File: src/rtl/clk_div_bank.sv
// rtl/clk_div_bank.sv - bank of single-clock 50%-duty programmable dividers with tick strobes
// Optional build macro: CLKDIV_CASCADE_EN (channel i>0 may step on tick[i-1] instead of every clk1).
module clk_div_bank #(
  parameter int NUM_CH   = 4,
  parameter int DIV_W    = 16,
  parameter int DIV_INIT = 0,
  localparam int CH_W    = (NUM_CH > 1) ? $clog2(NUM_CH) : 1
) (
  input  logic              clk1,
  input  logic              WB_RST_FPGA,
  input  logic [NUM_CH-1:0] chan_en,
  input  logic              wr_en,
  input  logic [CH_W-1:0]   wr_chan,
  input  logic [DIV_W-1:0]  wr_div,
  input  logic              wr_cascade,
  output logic [NUM_CH-1:0] clk_div_out,
  output logic [NUM_CH-1:0] tick,
  output logic [NUM_CH-1:0] div_pend
);

  // tick of the neighbouring lower channel, used as the cascade step source
  logic [NUM_CH-1:0] prev_tick;
  assign prev_tick = {tick[NUM_CH-2:0], 1'b0};

`ifndef CLKDIV_CASCADE_EN
  logic unused_cascade;
  assign unused_cascade = wr_cascade;
`endif

  for (genvar i = 0; i < NUM_CH; i++) begin : g_ch
    logic [DIV_W-1:0] cnt;
    logic [DIV_W-1:0] div_shadow;
    logic [DIV_W-1:0] div_active;
    logic             out_q;
    logic             tick_q;
    logic             pend_q;
    logic             step;
    logic             running;
    logic             advance;
    logic             at_end;
    logic             rise;
    logic             wr_hit;
    logic             apply;

`ifdef CLKDIV_CASCADE_EN
    logic casc_shadow;
    logic casc_active;
    assign step = ~casc_active | prev_tick[i];
`else
    assign step = 1'b1;
    logic unused_prev;
    assign unused_prev = prev_tick[i];
`endif

    assign running = chan_en[i] | out_q;
    assign advance = running & step;
    assign at_end  = (cnt == div_active);
    assign rise    = advance & at_end & ~out_q;
    assign wr_hit  = wr_en & (wr_chan == CH_W'(i));
    // a new ratio lands at the start of a high phase, or straight away while idle
    assign apply   = rise | (~running & pend_q);

    always_ff @(posedge clk1 or posedge WB_RST_FPGA) begin
      if (WB_RST_FPGA) begin
        cnt         <= '0;
        div_shadow  <= DIV_W'(DIV_INIT);
        div_active  <= DIV_W'(DIV_INIT);
        out_q       <= 1'b0;
        tick_q      <= 1'b0;
        pend_q      <= 1'b0;
`ifdef CLKDIV_CASCADE_EN
        casc_shadow <= 1'b0;
        casc_active <= 1'b0;
`endif
      end else begin
        tick_q <= rise;
        if (!running) begin
          cnt <= '0;
        end else if (advance) begin
          if (at_end) begin
            cnt   <= '0;
            out_q <= ~out_q;
          end else begin
            cnt <= cnt + DIV_W'(1);
          end
        end
        if (apply) begin
          div_active  <= div_shadow;
          pend_q      <= 1'b0;
`ifdef CLKDIV_CASCADE_EN
          casc_active <= casc_shadow;
`endif
        end
        // a write in the apply cycle wins: the old shadow is applied, the new one waits
        if (wr_hit) begin
          div_shadow  <= wr_div;
          pend_q      <= 1'b1;
`ifdef CLKDIV_CASCADE_EN
          casc_shadow <= wr_cascade & (i != 0);
`endif
        end
      end
    end

    assign clk_div_out[i] = out_q;
    assign tick[i]        = tick_q;
    assign div_pend[i]    = pend_q;
  end

endmodule

File: config.mk
export PLATFORM = sky130hd
export DESIGN_NAME = clk_div_bank
export DESIGN_NICKNAME = d
export VERILOG_FILES = /design/src/rtl/clk_div_bank.sv
export SDC_FILE = /design/constraint.sdc
export NUM_CORES = 1
export LEC_CHECK = 0
export CAP_MARGIN = 0
export CORE_MARGIN = 10
export CORE_UTILIZATION = 50
export DETAILED_ROUTE_END_ITERATION = 16
export PLACE_DENSITY = 0.68
export SYNTH_ARGS = -nofsm -noshare
export SYNTH_HDL_FRONTEND = slang
export SYNTH_SLANG_ARGS = --single-unit
File: constraint.sdc
create_clock -name clk1 -period 19.27 [get_ports clk1]
set_input_delay 4.8175 -clock clk1 [delete_from_list [all_inputs] [get_ports clk1]]
set_output_delay 4.8175 -clock clk1 [all_outputs]
set_load 0.02 [all_outputs]
==> out/results.ini <==
[placement]
dp_worst_setup_slack_ps=12160
io_buffers=36
dp_hpwl_mm=11.9
dp.cells=943
place_congestion=0.835
dpl-instance-area_sq_um=9510

[worst_setup_path]
crit_slowest_cell=buf_4
path_buf_inv=3
critPathLaunchType=input port
r2r_setup_slack_ps=16910
worstPathCellList=clkdlybuf4s50_1 -> inv_8 -> buf_4
cp_slowest_stage_delay_ps=960
cp.arrival_ps=6920
cp-end-kind=async pin
crit_fanout=117
path_class=in2async
critPathTopFamily=buffers and inverters
worstPathRequired_ps=19720

[sta]
fin_skew_ps=15.8
hold_viol=0
slew-limit-headroom=0.224
fmax_mhz=155
fin_setup_tns_ps=0
rsz0062_at_grt=false
finalCritPeriodShare=0.335
setup_ws_ps=12810
slew_violations=0
setup-violations-final=0
tightest_slew_ps=1160
fin_crit_ps=6460

[final_layout]
areaGrowthSynthToFinish_pct=14.3
design_area_sq_um=10300
final_nets=768
stdcell_count=980
drive_gt1_frac=0.229
antennaDiodeCount=0

[run]
maxCapViolations=0

[routing]
first_iter_violations=263
wl_per_cell_um=17.9
vias_per_cell=5.36
antenna_left=0
drc_errors=0
vias=5250
wirelength_mm=17.6
drtPass1Iterations=4

[floorplan]
io_pins=38
die_w_um=154
die_y_um=154
row_count=49
core_sq_um=17800
dieArea_sq_um=23800
start_util=0.506

[synth]
synth_top_family_by_area=multiplexers
synth-simple-area-share=0.104
yosys_warnings=0
synth_area_sq_um=9030
syn_inst=704
synthXorXnorAreaFrac=0.116
synth_area_per_cell_sq_um=12.8
yosysSeqAreaShare=0.565
synth_seq_cells=204
synthAdderAreaFrac=0.00554
synth_nets=734
synth_compound_area_frac=0.0179
yosysUniqueCellTypes=35
synth_mux_area_frac=0.164

[power]
power.leakage_nw=4.69
power_density_nw_per_um2=134
ir_drop_uv=68.4
p_total_w=0.00139

[grt]
grt_pass1_vias=5484
grt_max_degree=118
track_usage=0.148
antenna_found_initial=0
grt_pass1_wl_mm=28.9
overflow=0

[clocking]
cts_tree=yes
h-tree-depth=1
holdBufCountCts=0
clk_latency_ps=500
clk_pin_slew_ps=50
ctsResizeCount=0
cts_setup_buffers=0
cts-root-buf=clkbuf_16
max-clock-path-buffers=3
cts_buffers=22
clock_sinks=204

[run_status]
status=finished, final reports clean

[hold_path]
hold_class=reg2reg

-- worst paths after layout --
path	from	to	cells after the start
worst max-delay path	WB_RST_FPGA	g_ch[0].div_active[10]	3
worst min-delay path	g_ch[0].div_shadow[3]	g_ch[0].div_active[3]	1
worst max register to register	g_ch[2].cnt[0]	g_ch[2].cnt[4]	5
worst min register to register	g_ch[0].div_shadow[3]	g_ch[0].div_active[3]	1
max in group clk1	g_ch[3].out_q	clk_div_out[3]	1
min in group asynchronous	WB_RST_FPGA	g_ch[1].tick_q	2
-- sequential cells by signal (all words and copies together), names as in the netlist --
name / flops
g_ch.pend_q: 4
g_ch.cnt: 64
g_ch.tick_q: 4
g_ch.div_active: 64
g_ch.div_shadow: 64
g_ch.out_q: 4
-- routing by layer --
layer	wire [um]	part of all wire	track usage
met5	0	0	0
met4	261	0.015	0.0378
met3	735	0.042	0.0272
met2	8810	0.50	0.251
met1	7790	0.44	0.190
-- synthesized netlist by cell type --
cell type	instances	area share
nand3b_1	2	0.0017
xor2_1	93	0.090
o2bb2a_4	1	0.0022
nor4_2	3	0.0042
and2_1	1	0.00069
nand3_1	24	0.013
dfrtp_1	204	0.57
xnor2_1	27	0.026
a31oi_4	1	0.0024
a2bb2oi_2	2	0.0033
nor3_1	7	0.0039
a21oi_1	4	0.0022
mux2_4	10	0.017
buf_4	14	0.012
and3_1	11	0.0076
buf_6	2	0.0025
nand2_1	13	0.0054
mux2_2	115	0.14
clkbuf_1	7	0.0029
buf_2	4	0.0022
o21ai_1	4	0.0022
nand4_2	1	0.0014
a21o_1	4	0.0033
nor3b_2	1	0.0014
inv_1	14	0.0058
nor4_1	13	0.0090
nor2_1	82	0.034
and4_1	8	0.0078
ha_1	4	0.0055
buf_12	1	0.0022
nor3b_1	1	0.00083
nand2b_1	3	0.0021
nand4_1	16	0.011
o21ai_0	4	0.0022
mux2_1	3	0.0037
-- cell families (layout without fill, tap and decap cells) --
kind of cell / count (synthesis) / in the layout
adders and majority gates: 4 / 4
AOI/OAI and AO/OA: 20 / 20
xor gates and xnor gates: 120 / 120
muxes: 128 / 128
DFF: 204 / 204
buffers and inverters: 42 / 89
and+or+nand+nor: 186 / 186
-- layout make-up --
type / instances / area [sq um]
tap: 229 / 287
clock inverter: 10 / 203
multi-input combinational: 458 / 3680
inverter: 14 / 60.1
fill: 1404 / 7520
clock buffer: 27 / 611
timing repair buffer: 38 / 375
sequential: 204 / 5100
-- where the power goes --
group	leakage (nW)	internal [W]	switching (W)	total, W
combinational	1.73	0.000160	0.000126	0.000286
sequential	2.56	0.000541	0.0000909	0.000632
clock	0.397	0.000304	0.000164	0.000468
-- cells in the final DEF (no fill, tap or decap), types with 8 or more instances in the layout --
cell type / count
mux2_4: 10
mux2_2: 115
clkdlybuf4s50_1: 36
clkbuf_16: 23
nand3_1: 24
and3_1: 11
xnor2_1: 27
inv_1: 13
nor2_1: 82
dfrtp_1: 204
nor4_1: 13
and4_1: 8
nand4_1: 16
nand2_1: 13
xor2_1: 93
-- per-stage QoR --
stage	util	hold WS, ps
after floorplan	-	454
after global placement	0.533	471
after detailed placement	0.533	477
after CTS	0.579	491
after global routing	0.579	509
final	0.579	485
(Power assumes the default switching activity.)
